[config.mk]
export PLATFORM = sky130hd
export DESIGN_NAME = tqvp_tacos_fxalu
export DESIGN_NICKNAME = d
export VERILOG_FILES = /design/src/rtl/tqvp_tacos_pkg.sv /design/src/rtl/tacos_sqrt_iter.sv /design/src/rtl/tqvp_tacos_fxalu.sv
export SDC_FILE = /design/constraint.sdc
export NUM_CORES = 1
export LEC_CHECK = 0
export BUFFER_PORTS_ARGS = -buffer_cell sky130_fd_sc_hd__buf_4
export CAP_MARGIN = 20
export CORE_ASPECT_RATIO = 1.75
export CORE_UTILIZATION = 40
export DETAILED_ROUTE_END_ITERATION = 8
export SLEW_MARGIN = 5
export SYNTH_ARGS = -nofsm -noshare
export SYNTH_HDL_FRONTEND = slang
export SYNTH_SLANG_ARGS = --single-unit
[constraint.sdc]
create_clock -name clk -period 5.9 [get_ports clk]
set_clock_uncertainty 0.2 [all_clocks]
set_input_delay 1.475 -clock clk [delete_from_list [all_inputs] [get_ports clk]]
set_output_delay 1.475 -clock clk [all_outputs]
set_load 0.05 [all_outputs]
[src/rtl/tqvp_tacos_pkg.sv]
// tqvp_tacos_pkg: opcodes, register map, CTRL bit indices and FSM states for the fixed-point ALU
package tqvp_tacos_pkg;
    localparam logic [2:0] OP_SQRT   = 3'd0;
    localparam logic [2:0] OP_REM    = 3'd1;
    localparam logic [2:0] OP_SQR    = 3'd2;
    localparam logic [2:0] OP_MAC    = 3'd3;
    localparam logic [2:0] OP_SQRTC  = 3'd4;
    localparam logic [2:0] OP_MUL    = 3'd5;
    localparam logic [2:0] OP_HYP    = 3'd6;
    localparam logic [2:0] OP_HYPREM = 3'd7;
    localparam logic [5:0] ADDR_CTRL = 6'h0;
    localparam logic [5:0] ADDR_A    = 6'h1;
    localparam logic [5:0] ADDR_B    = 6'h2;
    localparam logic [5:0] ADDR_C    = 6'h3;
    localparam logic [5:0] ADDR_CLR  = 6'h4;
    localparam int CTRL_START = 3;
    localparam int CTRL_IRQ   = 4;
    localparam int CTRL_BUSY  = 8;
    localparam int CTRL_DONE  = 9;
    localparam int CTRL_OVF   = 10;
    localparam int CTRL_ERR   = 11;
    typedef enum logic [2:0] {IDLE, MUL1, MUL2, SQRT, DONE} state_t;
    // Merge write data into an old register value honouring byte/half/word size
    function automatic logic [31:0] wmerge(input logic [31:0] old, input logic [31:0] din, input logic [1:0] wn);
        return wn == 2'b00 ? {old[31:8], din[7:0]} : wn == 2'b01 ? {old[31:16], din[15:0]} : din;
    endfunction
endpackage

[src/rtl/tacos_sqrt_iter.sv]
// tacos_sqrt_iter: restoring square root of x<<FBITS, one root bit per cycle; valid marks the final step, root/rem are that step's results
module tacos_sqrt_iter #(
    parameter int WIDTH = 32,
    parameter int FBITS = 16
) (
    input  logic             clk,
    input  logic             rst,
    input  logic             load,
    input  logic [WIDTH-1:0] x,
    output logic             busy,
    output logic             valid,
    output logic [WIDTH-1:0] root,
    output logic [WIDTH-1:0] rem
);
    localparam int XW = WIDTH + FBITS;
    localparam int N  = XW / 2;
    localparam int RW = N + 2;
    localparam int CW = $clog2(N);
    logic [XW-1:0] d;
    logic [N-1:0]  q, q_nxt;
    logic [RW-1:0] r, r_nxt;
    logic [RW+1:0] rs, trial;
    logic [CW-1:0] cnt;
    logic          fits;
    // One restoring step: bring down two radicand bits and try to subtract 4q+1
    always_comb begin
        rs    = {r, d[XW-1:XW-2]};
        trial = {2'b00, q, 2'b01};
        fits  = rs >= trial;
        r_nxt = RW'(fits ? rs - trial : rs);
        q_nxt = {q[N-2:0], fits};
        valid = busy && cnt == CW'(N - 1);
        root  = WIDTH'(q_nxt);
        rem   = WIDTH'(r_nxt[N:0]);
    end
    // Iteration state; load restarts from a fresh radicand
    always_ff @(posedge clk) begin
        if (rst) begin
            busy <= 1'b0;
            cnt  <= '0;
            d    <= '0;
            q    <= '0;
            r    <= '0;
        end else if (load) begin
            busy <= 1'b1;
            cnt  <= '0;
            d    <= {x, {FBITS{1'b0}}};
            q    <= '0;
            r    <= '0;
        end else if (busy) begin
            busy <= !valid;
            cnt  <= cnt + 1'b1;
            d    <= d << 2;
            q    <= q_nxt;
            r    <= r_nxt;
        end
    end
endmodule

[src/rtl/tqvp_tacos_fxalu.sv]
// tqvp_tacos_fxalu: unsigned fixed-point multiply/MAC/sqrt peripheral; define TACOS_HYPOT_EN for hypot opcodes 6/7
module tqvp_tacos_fxalu #(
    parameter int WIDTH = 32,
    parameter int FBITS = 16
) (
    input  logic        clk,
    input  logic        rst,
    input  logic [7:0]  ui_in,
    output logic [7:0]  uo_out,
    input  logic [5:0]  address,
    input  logic [31:0] data_in,
    input  logic [1:0]  data_write_n,
    input  logic [1:0]  data_read_n,
    output logic [31:0] data_out,
    output logic        data_ready,
    output logic        user_interrupt
);
    import tqvp_tacos_pkg::*;
    localparam int MW = $clog2(WIDTH);
`ifdef TACOS_HYPOT_EN
    localparam state_t HYP_ST = MUL1;
    logic [WIDTH-1:0] acc, hyp;
    logic [WIDTH:0]   hsum;
`else
    localparam state_t HYP_ST = DONE;
`endif
    state_t            state, state_nxt;
    logic [WIDTH-1:0]  a, b, c, mcand, msat, wv, sq_x, sq_root, sq_rem;
    logic [2*WIDTH-1:0] p, p_nxt;
    logic [WIDTH:0]    psum, mac;
    logic [MW-1:0]     mcnt;
    logic [31:0]       wm, ctrl_rd;
    logic [2:0]        op, op_new;
    logic              irq_en, done, ovf, err;
    logic              busy, wr, start_ok, mul_last, mov, sq_load, sq_busy, sq_valid;
    logic              unused_ok;
    assign unused_ok = &{1'b0, ui_in, data_read_n, sq_busy, wm};
    tacos_sqrt_iter #(.WIDTH(WIDTH), .FBITS(FBITS)) u_sqrt (
        .clk(clk), .rst(rst), .load(sq_load), .x(sq_x),
        .busy(sq_busy), .valid(sq_valid), .root(sq_root), .rem(sq_rem)
    );
    // Bus decode, shift-add multiplier step, saturation and sqrt launch
    always_comb begin
        busy     = state inside {MUL1, MUL2, SQRT};
        wr       = data_write_n != 2'b11;
        op_new   = data_in[2:0];
        start_ok = wr && address == ADDR_CTRL && data_in[CTRL_START] && !busy;
        wm       = wmerge(address == ADDR_A ? 32'(a) : address == ADDR_B ? 32'(b) : 32'(c), data_in, data_write_n);
        wv       = wm[WIDTH-1:0];
        psum     = {1'b0, p[2*WIDTH-1:WIDTH]} + {1'b0, mcand};
        p_nxt    = p[0] ? {psum, p[WIDTH-1:1]} : {1'b0, p[2*WIDTH-1:1]};
        mul_last = mcnt == MW'(WIDTH - 1);
        mov      = |p_nxt[2*WIDTH-1:WIDTH+FBITS];
        msat     = mov ? '1 : p_nxt[WIDTH+FBITS-1:FBITS];
        mac      = {1'b0, c} + {1'b0, msat};
`ifdef TACOS_HYPOT_EN
        hsum     = {1'b0, acc} + {1'b0, msat};
        hyp      = hsum[WIDTH] ? '1 : hsum[WIDTH-1:0];
        sq_load  = (start_ok && op_new inside {OP_SQRT, OP_REM, OP_SQRTC}) || (state == MUL2 && mul_last);
        sq_x     = state == MUL2 ? hyp : op_new == OP_SQRTC ? c : a;
`else
        sq_load  = start_ok && op_new inside {OP_SQRT, OP_REM, OP_SQRTC};
        sq_x     = op_new == OP_SQRTC ? c : a;
`endif
        ctrl_rd  = '0;
        ctrl_rd[2:0]      = op;
        ctrl_rd[CTRL_IRQ]  = irq_en;
        ctrl_rd[CTRL_BUSY] = busy;
        ctrl_rd[CTRL_DONE] = done;
        ctrl_rd[CTRL_OVF]  = ovf;
        ctrl_rd[CTRL_ERR]  = err;
        data_out = address == ADDR_CTRL ? ctrl_rd : address == ADDR_A ? 32'(a) : address == ADDR_B ? 32'(b) :
                   address == ADDR_C ? 32'(c) : '0;
        uo_out         = {5'b0, done, busy, 1'b0};
        data_ready     = 1'b1;
        user_interrupt = done & irq_en;
    end
    // Next-state logic; unsupported hypot opcodes go straight to DONE
    always_comb begin
        state_nxt = state;
        case (state)
            IDLE, DONE: if (start_ok) state_nxt = op_new inside {OP_SQR, OP_MAC, OP_MUL} ? MUL1 :
                                                  op_new inside {OP_SQRT, OP_REM, OP_SQRTC} ? SQRT : HYP_ST;
`ifdef TACOS_HYPOT_EN
            MUL1: if (mul_last) state_nxt = op inside {OP_HYP, OP_HYPREM} ? MUL2 : DONE;
            MUL2: if (mul_last) state_nxt = SQRT;
`else
            MUL1: if (mul_last) state_nxt = DONE;
`endif
            SQRT: if (sq_valid) state_nxt = DONE;
            default: state_nxt = state;
        endcase
    end
    // State register
    always_ff @(posedge clk) state <= rst ? IDLE : state_nxt;
    // Register file, operation launch and result write-back; completion wins over a same-cycle CLR
    always_ff @(posedge clk) begin
        if (rst) begin
            a      <= '0;
            b      <= '0;
            c      <= '0;
            op     <= '0;
            irq_en <= 1'b0;
            done   <= 1'b0;
            ovf    <= 1'b0;
            err    <= 1'b0;
            mcand  <= '0;
            p      <= '0;
            mcnt   <= '0;
`ifdef TACOS_HYPOT_EN
            acc    <= '0;
`endif
        end else begin
            if (wr && !busy && address == ADDR_A) a <= wv;
            if (wr && !busy && address == ADDR_B) b <= wv;
            if (wr && !busy && address == ADDR_C) c <= wv;
            if (wr && address == ADDR_CTRL) begin
                irq_en <= data_in[CTRL_IRQ];
                if (!busy) op <= op_new;
            end
            if (wr && address == ADDR_CLR && data_in[0]) done <= 1'b0;
            if (start_ok) begin
                done  <= 1'b0;
                ovf   <= 1'b0;
                err   <= 1'b0;
                mcand <= op_new inside {OP_MAC, OP_MUL} ? b : a;
                p     <= {{WIDTH{1'b0}}, a};
                mcnt  <= '0;
`ifndef TACOS_HYPOT_EN
                if (op_new inside {OP_HYP, OP_HYPREM}) begin
                    err  <= 1'b1;
                    done <= 1'b1;
                end
`endif
            end
            if (state == MUL1 || state == MUL2) begin
                p    <= p_nxt;
                mcnt <= mcnt + 1'b1;
            end
            if (state == MUL1 && mul_last) begin
`ifdef TACOS_HYPOT_EN
                if (op inside {OP_HYP, OP_HYPREM}) begin
                    acc   <= msat;
                    ovf   <= mov;
                    mcand <= b;
                    p     <= {{WIDTH{1'b0}}, b};
                    mcnt  <= '0;
                end else
`endif
                begin
                    c    <= op == OP_MAC ? (mac[WIDTH] ? '1 : mac[WIDTH-1:0]) : msat;
                    ovf  <= mov | (op == OP_MAC && mac[WIDTH]);
                    done <= 1'b1;
                end
            end
`ifdef TACOS_HYPOT_EN
            if (state == MUL2 && mul_last) ovf <= ovf | mov | hsum[WIDTH];
`endif
            if (state == SQRT && sq_valid) begin
                c    <= op inside {OP_REM, OP_HYPREM} ? sq_rem : sq_root;
                done <= 1'b1;
            end
        end
    end
endmodule

==> results of run 1 <==
==> cells by family (layout without fill, tap and decap cells) <==
family,Yosys count,after routing,share of synthesized area [%]
flip-flops,295,295,29.89
AO/OA/AOI/OAI,777,777,26.07
other,2,7,0.03801
adder cells (fa/ha/maj),95,95,6.092
buffers and inverters,261,552,5.231
AND/OR/NAND/NOR,848,848,19.43
XOR/XNOR,73,73,3.236
multiplexers,185,185,10.02
==> cell type report <==
type	instances	area share, %
Clock inverter	15	1.031
Clock buffer	39	3.329
Multi-Input combinational cell	1985	54.27
Timing Repair Buffer	432	13.58
Tap cell	654	3.259
Sequential cell	295	23.55
Inverter	66	0.9866
==> worst max-delay path, delay by kind of cell (launching register included) <==
family / cells / cell delay [ps]
compound gates: 11 / 1870
flops: 1 / 340
fa+ha+maj: 3 / 820
simple gates: 8 / 2450
buf+inv: 5 / 750
==> through the flow <==
stage                     power, uW  hold slack, ps  setup slack, ps  cell area [um^2]
final                          4560           280.9           -628.8             25110
after global routing           4684           299.4           -808.9             25110
after CTS                      4560           278.8           -664.6             24410
after detailed placement       2393           270.5            -1065             23040
after global placement         2388           252.5           -994.6             23030
after floorplan                2265           233.4           -6.517             19870
==> state kept, by name, indices dropped and copies added, names as in the netlist, 24 cells and up <==
signal	flops
mcand	32
u_sqrt.r	26
c	32
a	32
u_sqrt.d	32
u_sqrt.q	24
p	64
b	32
==> power breakdown <==
group | switching [uW] | leakage (uW) | internal (uW) | total, uW
Combinational | 229 | 0.00742 | 132 | 360
Clock | 883 | 0.000532 | 1300 | 2180
Sequential | 15.5 | 0.00238 | 2000 | 2020
==> cell usage after synthesis (13+ instances only) <==
library cell,instances
sky130_fd_sc_hd__inv_1,65
sky130_fd_sc_hd__buf_1,28
sky130_fd_sc_hd__o21ai_0,119
sky130_fd_sc_hd__a211oi_1,208
sky130_fd_sc_hd__o21a_1,20
sky130_fd_sc_hd__mux2i_1,155
sky130_fd_sc_hd__dfxtp_1,295
sky130_fd_sc_hd__a21o_1,36
sky130_fd_sc_hd__a311oi_1,38
sky130_fd_sc_hd__nand4_1,22
sky130_fd_sc_hd__nor3_1,54
sky130_fd_sc_hd__a22oi_1,19
sky130_fd_sc_hd__ha_1,93
sky130_fd_sc_hd__buf_2,13
sky130_fd_sc_hd__nor2b_1,41
sky130_fd_sc_hd__nand3_1,45
sky130_fd_sc_hd__xor2_1,30
sky130_fd_sc_hd__a31oi_1,31
sky130_fd_sc_hd__clkbuf_1,144
sky130_fd_sc_hd__o211ai_1,14
sky130_fd_sc_hd__and2_1,20
sky130_fd_sc_hd__nor2_1,338
sky130_fd_sc_hd__nand2b_1,28
sky130_fd_sc_hd__xnor2_1,43
sky130_fd_sc_hd__mux2_2,22
sky130_fd_sc_hd__a21oi_1,201
sky130_fd_sc_hd__nand2_1,229
==> per-layer routing <==
| layer | up-vias | wire [um] |
|---|---|---|
| met4 | 0 | 6345 |
| li1 | 9784 | - |
| met5 | - | 0 |
| met2 | 763 | 39490 |
| met3 | 260 | 4103 |
| met1 | 9877 | 28620 |
==> worst paths after layout <==
path	end	slack, ps
max reg2reg	c[13]	-630
max	c[13]	-630
min	err	280
min reg2reg	err	280
==> what timing repair did <==
| item | 4_1_cts | 5_1_grt |
|---|---|---|
| buffers inserted | 8 | 21 |
| gates resized for setup | 77 | 104 |
| gates cloned | 0 | 3 |
| setup endpoints to repair | 33 | 33 |
| pin swaps | 20 | 59 |
| endpoints found under the hold margin | 0 | 0 |
==> metrics.txt, run 1 <==
# TYPE chip_impl_metric gauge
chip_impl_info{name="status",value="complete, but fails checks"} 1
chip_impl_info{name="violations",value="negative setup slack"} 1
chip_impl_metric{name="drt_wl_total",unit="um"} 78560
chip_impl_metric{name="route.antenna.remaining_nets",unit=""} 0
chip_impl_metric{name="cts_buffer_depth",unit=""} 3
chip_impl_metric{name="placement_rows",unit=""} 107
chip_impl_metric{name="core_area",unit="um^2"} 48730
chip_impl_metric{name="syn-mean-instance-area",unit="um^2"} 7.791
chip_impl_metric{name="finalSetupViolations",unit=""} 33
chip_impl_metric{name="ys_async_rst_share",unit="%"} 0
chip_impl_metric{name="io_buffers",unit=""} 76
chip_impl_metric{name="peakVddDrop",unit="mV"} 0.2132
chip_impl_info{name="highest_delay_cell_along_the_critical_path",value="sky130_fd_sc_hd__or4_4"} 1
chip_impl_info{name="min-delay-start",value="err"} 1
chip_impl_info{name="clock_tree.root_cell",value="sky130_fd_sc_hd__clkbuf_16"} 1
chip_impl_metric{name="power-per-cell-area",unit="nW/um^2"} 181.6
chip_impl_metric{name="multi_input_area",unit="um^2"} 13630
chip_impl_metric{name="netlist.area_leader.share",unit="%"} 29.89
chip_impl_metric{name="tritoncts.num_buffers",unit=""} 30
chip_impl_metric{name="timing.setup.tns",unit="ps"} -18760
chip_impl_metric{name="final-instance-count-excl-fill",unit=""} 3486
chip_impl_metric{name="crit_path_max_incr_delay",unit="ps"} 500
chip_impl_metric{name="critPathRequiredTime",unit="ps"} 6220
chip_impl_metric{name="synthesis.instances",unit=""} 2536
chip_impl_info{name="reg2reg_from",value="mcand[0]"} 1
chip_impl_metric{name="report.final.hold_viol_count",unit=""} 0
chip_impl_metric{name="fillerInstances",unit=""} 4715
chip_impl_metric{name="max_cap_viol_count",unit=""} 0
chip_impl_metric{name="tritoncts_num_sinks",unit=""} 295
chip_impl_metric{name="synth.distinct_cells",unit=""} 81
chip_impl_metric{name="min_path_cells",unit=""} 2
chip_impl_metric{name="gp_congestion",unit=""} 0.9651
chip_impl_metric{name="placed_cells_incl_taps",unit=""} 3399
chip_impl_metric{name="overflow",unit=""} 0
chip_impl_metric{name="ys.warnings.count",unit=""} 0
chip_impl_metric{name="h-tree-depth",unit=""} 1
chip_impl_metric{name="groute.layer.met2.usage",unit="%"} 55.07
chip_impl_metric{name="fp.dieW",unit="um"} 170.0
chip_impl_metric{name="max_clock_freq",unit="MHz"} 153.2
chip_impl_metric{name="clk_transition_reported_paths",unit="ps"} 70
chip_impl_metric{name="area.growth.synth_to_final",unit="%"} 27.09
chip_impl_metric{name="seqCellArea",unit="um^2"} 5913
chip_impl_metric{name="first_global_vias",unit=""} 19990
chip_impl_info{name="yosys-top-cells-area",value="sky130_fd_sc_hd__dfxtp_1 (30%), sky130_fd_sc_hd__a211oi_1 (7.9%), sky130_fd_sc_hd__mux2i_1 (7.9%)"} 1
chip_impl_metric{name="final.min_clock_period",unit="ps"} 6529
chip_impl_info{name="cts_tree",value="done"} 1
chip_impl_metric{name="path_max_fanout",unit=""} 7
chip_impl_metric{name="actual_slew_at_the_worst_max_slew_pin",unit="ps"} 959.2
chip_impl_metric{name="routed_via_density",unit=""} 5.933
chip_impl_metric{name="synth_seq_cells",unit=""} 295
chip_impl_metric{name="post-route-period-util",unit="%"} 110.7
chip_impl_info{name="rsz0062_at_grt",value="yes"} 1
chip_impl_metric{name="grt_first_pass_wirelength",unit="um"} 116800
chip_impl_metric{name="global_routing_usage_on_met1",unit="%"} 32.46
chip_impl_metric{name="groute.layer.met3.usage",unit="%"} 3.710
chip_impl_metric{name="post_synth_instance_area",unit="um^2"} 19760
chip_impl_metric{name="power_leakage",unit="uW"} 0.01033
chip_impl_metric{name="start_util",unit="%"} 40.54
chip_impl_metric{name="antenna_found_initial",unit=""} 0
chip_impl_info{name="ys.flop_type",value="sky130_fd_sc_hd__dfxtp_1"} 1
chip_impl_metric{name="routed_wire_length_per_instance",unit="um"} 22.53
chip_impl_metric{name="track_usage",unit="%"} 30.33
chip_impl_metric{name="yosysSeqAreaShare",unit="%"} 29.89
chip_impl_metric{name="drc",unit=""} 0
chip_impl_info{name="layout_commonest_cell",value="sky130_fd_sc_hd__buf_4"} 1
chip_impl_metric{name="die_area",unit="um^2"} 50320
chip_impl_metric{name="final_nets",unit=""} 2957
chip_impl_info{name="mostFrequentLayoutCells",value="sky130_fd_sc_hd__buf_4 (409), sky130_fd_sc_hd__nor2_1 (331), sky130_fd_sc_hd__dfxtp_1 (291)"} 1
chip_impl_info{name="cp-start-kind",value="register"} 1
chip_impl_metric{name="antenna_cells",unit=""} 0
chip_impl_metric{name="timing_max_transition_violations_final",unit=""} 0
chip_impl_metric{name="final_core_util",unit="%"} 51.53
chip_impl_metric{name="r2r_cells",unit=""} 27
chip_impl_info{name="crit_path_end_kind",value="register"} 1
chip_impl_info{name="dominant_cell_type_by_area_after_synthesis",value="sky130_fd_sc_hd__dfxtp_1"} 1
chip_impl_metric{name="first_iter_violations",unit=""} 1539
chip_impl_info{name="worstSetupStartpoint",value="mcand[0]"} 1
chip_impl_metric{name="post_cts_hold_buffer_count",unit=""} 0
chip_impl_metric{name="io_pins",unit=""} 94
chip_impl_info{name="hp-class",value="register to register"} 1
chip_impl_info{name="gr-max-usage-layer",value="met2"} 1
chip_impl_metric{name="postLayoutSetupSlackWorst",unit="ps"} -628.8
chip_impl_metric{name="max_slew_margin",unit="%"} 36.06
chip_impl_metric{name="synth_enable_flop_cells",unit=""} 0
chip_impl_metric{name="worst-endpoint-arrival",unit="ps"} 6850
chip_impl_metric{name="die_height",unit="um"} 296.0
chip_impl_metric{name="detailed_place_hpwl",unit="um"} 58930
chip_impl_info{name="worst-setup-path-type",value="register to register"} 1
chip_impl_metric{name="route.vias.total",unit=""} 20680
chip_impl_metric{name="post_route_cells_drive_above_1_share",unit="%"} 23.13
chip_impl_metric{name="drt-pass1-iter-count",unit=""} 7
chip_impl_metric{name="clock_insertion_delay_worst_skew",unit="ps"} 590
chip_impl_metric{name="grt_max_degree",unit=""} 110
(Power assumes the default switching activity.)
==> run 2, diff against run 1 <==
--- a/config.mk
+++ b/config.mk
@@ -7,9 +7,12 @@
 export LEC_CHECK = 0
 export BUFFER_PORTS_ARGS = -buffer_cell sky130_fd_sc_hd__buf_4
 export CAP_MARGIN = 20
+export CELL_PAD_IN_SITES_DETAIL_PLACEMENT = 0
+export CELL_PAD_IN_SITES_GLOBAL_PLACEMENT = 1
 export CORE_ASPECT_RATIO = 1.75
 export CORE_UTILIZATION = 40
 export DETAILED_ROUTE_END_ITERATION = 8
+export PLACE_DENSITY_LB_ADDON = 0.1
 export SLEW_MARGIN = 5
 export SYNTH_ARGS = -nofsm -noshare
 export SYNTH_HDL_FRONTEND = slang
==> run 2 against run 1 <==
The flow still finishes with violations (negative setup slack). Critical endpoint is now c[5]. Core utilization fell by 0.83 points. Sequential power barely moved. Cell count fell by 0.17%. Fmax fell by 0.60%. Critical path depth did not move. Hold slack got worse by 24 ps.
==> metrics.txt, run 2 (synthesis gave the netlist of run 1 again) <==
# TYPE chip_impl_metric gauge
chip_impl_info{name="status",value="complete, but fails checks"} 1
chip_impl_info{name="violations",value="negative setup slack"} 1
chip_impl_metric{name="fillerInstances",unit=""} 4927
chip_impl_metric{name="first_iter_violations",unit=""} 1426
chip_impl_metric{name="drt_wl_total",unit="um"} 88430
chip_impl_metric{name="clk_transition_reported_paths",unit="ps"} 70
chip_impl_metric{name="placement_rows",unit=""} 107
chip_impl_info{name="worst-setup-path-type",value="register to register"} 1
chip_impl_metric{name="post-route-period-util",unit="%"} 111.3
chip_impl_metric{name="final-instance-count-excl-fill",unit=""} 3480
chip_impl_metric{name="power_leakage",unit="uW"} 0.01018
chip_impl_metric{name="critPathRequiredTime",unit="ps"} 6210
chip_impl_metric{name="antenna_found_initial",unit=""} 2
chip_impl_metric{name="post_cts_hold_buffer_count",unit=""} 0
chip_impl_metric{name="largest_register_ffs",unit=""} 64
chip_impl_metric{name="path_max_fanout",unit=""} 26
chip_impl_metric{name="core_area",unit="um^2"} 48730
chip_impl_metric{name="fp.dieW",unit="um"} 170.0
chip_impl_metric{name="placedInstanceArea",unit="um^2"} 22990
chip_impl_metric{name="drt-pass1-iter-count",unit=""} 5
chip_impl_metric{name="route.vias.total",unit=""} 20850
chip_impl_metric{name="post_route_cells_drive_above_1_share",unit="%"} 21.38
chip_impl_metric{name="clock_insertion_delay_worst_skew",unit="ps"} 610
chip_impl_metric{name="route.antenna.remaining_nets",unit=""} 0
chip_impl_metric{name="seqCellArea",unit="um^2"} 5916
chip_impl_metric{name="postLayoutSetupSlackWorst",unit="ps"} -667.9
chip_impl_info{name="register_bank_with_the_most_flops",value="p"} 1
chip_impl_metric{name="report.final.hold_viol_count",unit=""} 0
chip_impl_metric{name="cts_buffer_depth",unit=""} 3
chip_impl_metric{name="io_pins",unit=""} 94
chip_impl_metric{name="peakVddDrop",unit="mV"} 0.1936
chip_impl_metric{name="drc",unit=""} 0
chip_impl_metric{name="routed_via_density",unit=""} 5.991
chip_impl_metric{name="grt_max_degree",unit=""} 152
chip_impl_metric{name="final.min_clock_period",unit="ps"} 6568
chip_impl_metric{name="final_design_instance_area_without_fill",unit="um^2"} 24700
chip_impl_info{name="cp-start-kind",value="register"} 1
chip_impl_metric{name="routed_wire_length_per_instance",unit="um"} 25.41
chip_impl_info{name="layout_commonest_cell",value="sky130_fd_sc_hd__buf_4"} 1
chip_impl_metric{name="detailed_place_hpwl",unit="um"} 66230
chip_impl_metric{name="grt_first_pass_wirelength",unit="um"} 130100
chip_impl_info{name="min-delay-start",value="err"} 1
chip_impl_info{name="mostFrequentLayoutCells",value="sky130_fd_sc_hd__buf_4 (405), sky130_fd_sc_hd__nor2_1 (334), sky130_fd_sc_hd__dfxtp_1 (291)"} 1
chip_impl_metric{name="finalSetupViolations",unit=""} 33
chip_impl_info{name="gr-max-usage-layer",value="met2"} 1
chip_impl_metric{name="crit_path_max_incr_delay",unit="ps"} 630
chip_impl_info{name="reg2reg_from",value="p[32]"} 1
chip_impl_metric{name="track_usage",unit="%"} 35.14
chip_impl_metric{name="min_path_cells",unit=""} 2
chip_impl_info{name="rsz0062_at_grt",value="yes"} 1
chip_impl_metric{name="io_buffers",unit=""} 76
chip_impl_metric{name="max_slew_margin",unit="%"} 22.56
chip_impl_info{name="worstSetupStartpoint",value="p[32]"} 1
chip_impl_metric{name="first_global_vias",unit=""} 20650
chip_impl_metric{name="global_routing_usage_on_met1",unit="%"} 36.17
chip_impl_info{name="highest_delay_cell_along_the_critical_path",value="sky130_fd_sc_hd__or4_4"} 1
chip_impl_metric{name="groute.layer.met2.usage",unit="%"} 61.65
chip_impl_info{name="cts_tree",value="done"} 1
chip_impl_metric{name="die_area",unit="um^2"} 50320
chip_impl_info{name="hp-class",value="register to register"} 1
chip_impl_metric{name="multi_input_area",unit="um^2"} 13360
chip_impl_metric{name="die_height",unit="um"} 296.0
chip_impl_metric{name="groute.layer.met3.usage",unit="%"} 4.818
chip_impl_info{name="clock_tree.root_cell",value="sky130_fd_sc_hd__clkbuf_16"} 1
chip_impl_metric{name="tritoncts_num_sinks",unit=""} 295
chip_impl_metric{name="tritoncts.num_buffers",unit=""} 31
chip_impl_metric{name="worst-r2r-setup-slack",unit="ps"} -670
chip_impl_metric{name="overflow",unit=""} 0
chip_impl_metric{name="h-tree-depth",unit=""} 1
chip_impl_metric{name="r2r_cells",unit=""} 27
chip_impl_metric{name="timing_max_transition_violations_final",unit=""} 0
chip_impl_metric{name="final_nets",unit=""} 2947
chip_impl_metric{name="placed_cells_incl_taps",unit=""} 3384
chip_impl_metric{name="power-per-cell-area",unit="nW/um^2"} 181.3
chip_impl_metric{name="start_util",unit="%"} 40.54
chip_impl_metric{name="gp_congestion",unit=""} 1.005
chip_impl_metric{name="worst-endpoint-arrival",unit="ps"} 6880
chip_impl_info{name="hold_path_end",value="err"} 1
chip_impl_info{name="regToRegEndpoint",value="c[5]"} 1
chip_impl_info{name="crit_path_end_kind",value="register"} 1
chip_impl_metric{name="actual_slew_at_the_worst_max_slew_pin",unit="ps"} 1145
chip_impl_metric{name="area.growth.synth_to_final",unit="%"} 25.03
chip_impl_metric{name="max_cap_viol_count",unit=""} 0
chip_impl_metric{name="max_clock_freq",unit="MHz"} 152.3
## run 2: changes by cell type in the layout (fill, tap and decap cells not counted), sizes merged
cell / change
buf: -8
bufinv: -3
clkbuf: -1
clkinv: +5
clkinvlp: -1
diode: +1
inv: +1
## run 2: timing repair
item / 4_1_cts / 5_1_grt
pin swaps: 19 / 13
resized for setup: 56 / 31
buffers inserted: 39 / 8
endpoints found under the setup margin: 33 / 34
## run 2: routing by layer
layer | vias to the layer above | wire (um)
li1 | 9767 | -
met1 | 10060 | 31290
met2 | 724 | 43490
met3 | 295 | 4620
met4 | 2 | 9010
met5 | - | 13
## run 2: power by group
group | internal [uW] | total, uW | switching, uW
Clock | 1200 | 2100 | 899
Sequential | 2000 | 2020 | 15.7
Combinational | 126 | 363 | 237
## run 2: worst max-delay path by stage
stage                     depth (start not counted)  slack, ps    end
after floorplan                                  27         -7  c[30]
after detailed placement                         28      -1190  c[30]
after global placement                           28      -1200  c[30]
final                                            27       -670   c[5]
after CTS                                        25       -570   c[5]
after global routing                             25       -830  c[30]
## run 2: worst max-delay path: cells and delay by family (launching register included)
kind            cells  cell delay [ps]
simple gates        6             1630
fa+ha+maj           3              820
buf+inv             4              800
flops               1              350
compound gates     14             2660
## run 2: area by class of cell
| class | count | area share (%) |
|---|---|---|
| Multi-Input combinational cell | 1985 | 54.07 |
| Sequential cell | 295 | 23.95 |
| Timing Repair Buffer | 421 | 13.39 |
| Clock buffer | 41 | 3.495 |
| Tap cell | 654 | 3.312 |
| Inverter | 66 | 1.003 |
| Clock inverter | 17 | 0.7749 |
| Antenna cell | 1 | 0.01013 |
## run 2: metrics by stage
step	setup TNS, ps	hold slack, ps	total power (uW)	utilization, %	setup WS (ps)
detailed placement	-35890	246.8	2412	47.18	-1188
CTS	-15240	255.8	4508	50.45	-574.4
global placement	-35600	245.4	2409	47.18	-1203
finish	-18360	257.3	4479	50.69	-667.9
global route	-24270	274.4	4605	50.69	-831.7
floorplan	-6.517	233.4	2265	-	-6.517
==> run 3, diff against run 2 <==
--- a/config.mk
+++ b/config.mk
@@ -12,7 +12,7 @@
 export CORE_ASPECT_RATIO = 1.75
 export CORE_UTILIZATION = 40
 export DETAILED_ROUTE_END_ITERATION = 8
-export PLACE_DENSITY_LB_ADDON = 0.1
+export PLACE_DENSITY = 0.72
 export SLEW_MARGIN = 5
 export SYNTH_ARGS = -nofsm -noshare
 export SYNTH_HDL_FRONTEND = slang
==> run 3 against run 2 <==
The run still ends with negative setup slack left. Clock-buffer cell count unchanged. Power is 2.6% higher. Worst setup slack worse by 52 ps. Clock power increased by 5%. Core utilization up 0.43 points. First-iteration DRC count up 0.84%. Critical path depth shrank 2. Hold slack better by 9.6 ps. Combinational power rose by 1%. Sequential power barely moved. Highest routed layer unchanged. Fmax down 0.78%. Critical endpoint is now c[29]. Critical path type unchanged. Die area is the same.
==> metrics.txt, run 3 (synthesis gave the netlist of run 1 again) <==
# TYPE chip_impl_metric gauge
chip_impl_metric{name="grt_max_degree",unit=""} 90
chip_impl_metric{name="antenna_cells",unit=""} 0
chip_impl_metric{name="clock_insertion_delay_worst_skew",unit="ps"} 580
chip_impl_metric{name="post_cts_hold_buffer_count",unit=""} 0
chip_impl_metric{name="report.final.hold_viol_count",unit=""} 0
chip_impl_metric{name="core_area",unit="um^2"} 48730
chip_impl_info{name="cts_tree",value="done"} 1
chip_impl_metric{name="crit_path_max_incr_delay",unit="ps"} 490
chip_impl_info{name="register_bank_with_the_most_flops",value="p"} 1
chip_impl_info{name="worst-setup-path-type",value="register to register"} 1
chip_impl_metric{name="final_design_instance_area_without_fill",unit="um^2"} 24910
chip_impl_metric{name="groute.layer.met2.usage",unit="%"} 59.58
chip_impl_metric{name="antenna_found_initial",unit=""} 1
chip_impl_metric{name="route.vias.total",unit=""} 20510
chip_impl_metric{name="actual_slew_at_the_worst_max_slew_pin",unit="ps"} 1174
chip_impl_metric{name="start_util",unit="%"} 40.54
chip_impl_metric{name="routed_wire_length_per_instance",unit="um"} 24.09
chip_impl_info{name="hp-class",value="register to register"} 1
chip_impl_info{name="clock_tree.root_cell",value="sky130_fd_sc_hd__clkbuf_16"} 1
chip_impl_metric{name="die_height",unit="um"} 296.0
chip_impl_metric{name="largest_register_ffs",unit=""} 64
chip_impl_metric{name="final_nets",unit=""} 2961
chip_impl_metric{name="tritoncts.num_buffers",unit=""} 30
chip_impl_info{name="mostFrequentLayoutCells",value="sky130_fd_sc_hd__buf_4 (424), sky130_fd_sc_hd__nor2_1 (331), sky130_fd_sc_hd__dfxtp_1 (291)"} 1
chip_impl_metric{name="finalSetupViolations",unit=""} 34
chip_impl_info{name="layout_commonest_cell",value="sky130_fd_sc_hd__buf_4"} 1
chip_impl_metric{name="drc",unit=""} 0
chip_impl_metric{name="drt-pass1-iter-count",unit=""} 7
chip_impl_metric{name="timing_max_transition_violations_final",unit=""} 0
chip_impl_metric{name="drt_wl_total",unit="um"} 84090
chip_impl_metric{name="track_usage",unit="%"} 33.08
chip_impl_metric{name="placement_rows",unit=""} 107
chip_impl_metric{name="cts_buffer_depth",unit=""} 3
chip_impl_metric{name="detailed_place_hpwl",unit="um"} 63970
chip_impl_metric{name="first_global_vias",unit=""} 20170
chip_impl_metric{name="power-per-cell-area",unit="nW/um^2"} 184.4
chip_impl_metric{name="path_max_fanout",unit=""} 6
chip_impl_metric{name="post_route_cells_drive_above_1_share",unit="%"} 22.10
chip_impl_metric{name="peakVddDrop",unit="mV"} 0.1565
chip_impl_info{name="critical-path-top-cell-by-count",value="sky130_fd_sc_hd__o211ai_1"} 1
chip_impl_metric{name="critPathRequiredTime",unit="ps"} 6210
chip_impl_metric{name="first_iter_violations",unit=""} 1438
chip_impl_info{name="violations",value="negative setup slack"} 1
chip_impl_metric{name="gp_congestion",unit=""} 0.9610
chip_impl_metric{name="final.min_clock_period",unit="ps"} 6619
chip_impl_metric{name="total_power",unit="uW"} 4593
chip_impl_metric{name="placedInstanceArea",unit="um^2"} 22990
chip_impl_metric{name="postLayoutSetupSlackWorst",unit="ps"} -719.5
chip_impl_metric{name="max_slew_margin",unit="%"} 21.62
chip_impl_metric{name="post-route-period-util",unit="%"} 112.2
chip_impl_metric{name="route.antenna.remaining_nets",unit=""} 0
chip_impl_info{name="status",value="complete, but fails checks"} 1
chip_impl_metric{name="io_buffers",unit=""} 76
chip_impl_metric{name="h-tree-depth",unit=""} 1
chip_impl_metric{name="routed_via_density",unit=""} 5.874
chip_impl_metric{name="fp.dieW",unit="um"} 170.0
chip_impl_metric{name="clk_transition_reported_paths",unit="ps"} 70
chip_impl_metric{name="area.growth.synth_to_final",unit="%"} 26.09
chip_impl_metric{name="overflow",unit=""} 0
chip_impl_metric{name="io_pins",unit=""} 94
chip_impl_info{name="crit_path_end_kind",value="register"} 1
chip_impl_info{name="highest_delay_cell_along_the_critical_path",value="sky130_fd_sc_hd__or4b_4"} 1
chip_impl_metric{name="global_routing_usage_on_met1",unit="%"} 34.69
chip_impl_metric{name="max_clock_freq",unit="MHz"} 151.1
chip_impl_metric{name="die_area",unit="um^2"} 50320
chip_impl_metric{name="max_cap_viol_count",unit=""} 0
chip_impl_metric{name="tritoncts_num_sinks",unit=""} 295
chip_impl_info{name="cp-start-kind",value="register"} 1
chip_impl_metric{name="groute.layer.met3.usage",unit="%"} 3.403
chip_impl_metric{name="power_leakage",unit="uW"} 0.01031
chip_impl_metric{name="grt_first_pass_wirelength",unit="um"} 123800
chip_impl_info{name="rsz0062_at_grt",value="yes"} 1
chip_impl_metric{name="final_core_util",unit="%"} 51.12
chip_impl_metric{name="worst-endpoint-arrival",unit="ps"} 6930
chip_impl_info{name="gr-max-usage-layer",value="met2"} 1
run 3: cell types whose count changed in the layout (fill, tap and decap cells not counted), sizes merged:
cell    delta
buf       +14
clkinv     -5
bufinv     +3
clkbuf     +1
diode      -1
inv        -1
run 3: final cells by class:
class,instances,area (um^2)
Clock buffer,41,873.3
Clock inverter,14,251.5
Fill cell,4838,23820
Inverter,66,247.7
Multi-Input combinational cell,1985,13450
Sequential cell,295,5916
Tap cell,654,818.3
Timing Repair Buffer,436,3358
run 3: timing repair:
action | in CTS | in global routing
gates cloned | 1 | 1
endpoints found under the setup margin | 33 | 34
pin swaps | 36 | 28
hold endpoints to repair | 0 | 0
gates resized for setup | 57 | 53
buffers inserted | 38 | 5
run 3: final timing paths:
path / depth (start not counted) / to / from / slack, ps
worst min register to register: 2 / err / err / 270
worst max-delay path: 25 / c[29] / mcand[0] / -720
worst max register to register: 25 / c[29] / mcand[0] / -720
worst min-delay path: 2 / err / err / 270
run 3: metrics by stage:
stage / TNS, ps / std cells / setup slack (ps) / hold slack [ps]
5_1_grt: -29000 / 3491 / -972.6 / 296.6
3_3_place_gp: -27230 / 3395 / -1046 / 245.5
4_1_cts: -16930 / 3489 / -587.6 / 267.4
3_5_place_dp: -28530 / 3395 / -1059 / 258.5
2_1_floorplan: -6.517 / 2541 / -6.517 / 233.4
6_report: -20780 / 3491 / -719.5 / 266.9
run 3: report_power, final:
group          switching, uW  internal (uW)  leakage [uW]
combinational            235            132       0.00737
sequential              15.6           2000       0.00238
clock                    871           1340      0.000553
total                   1120           3470        0.0103
run 3: critical path: cells and delay by family (launching register included):
family	cells	cell delay, ps
AND/OR/NAND/NOR	9	2570
AO/OA/AOI/OAI	10	1990
adder cells (fa/ha/maj)	3	880
buffers and inverters	3	540
flip-flops	1	350
run 3: metal layers:
metal	routed length (um)	share of wire [%]
met1	30920	37
met2	42260	50
met3	3331	4.0
met4	7568	9.0
met5	13	0.015
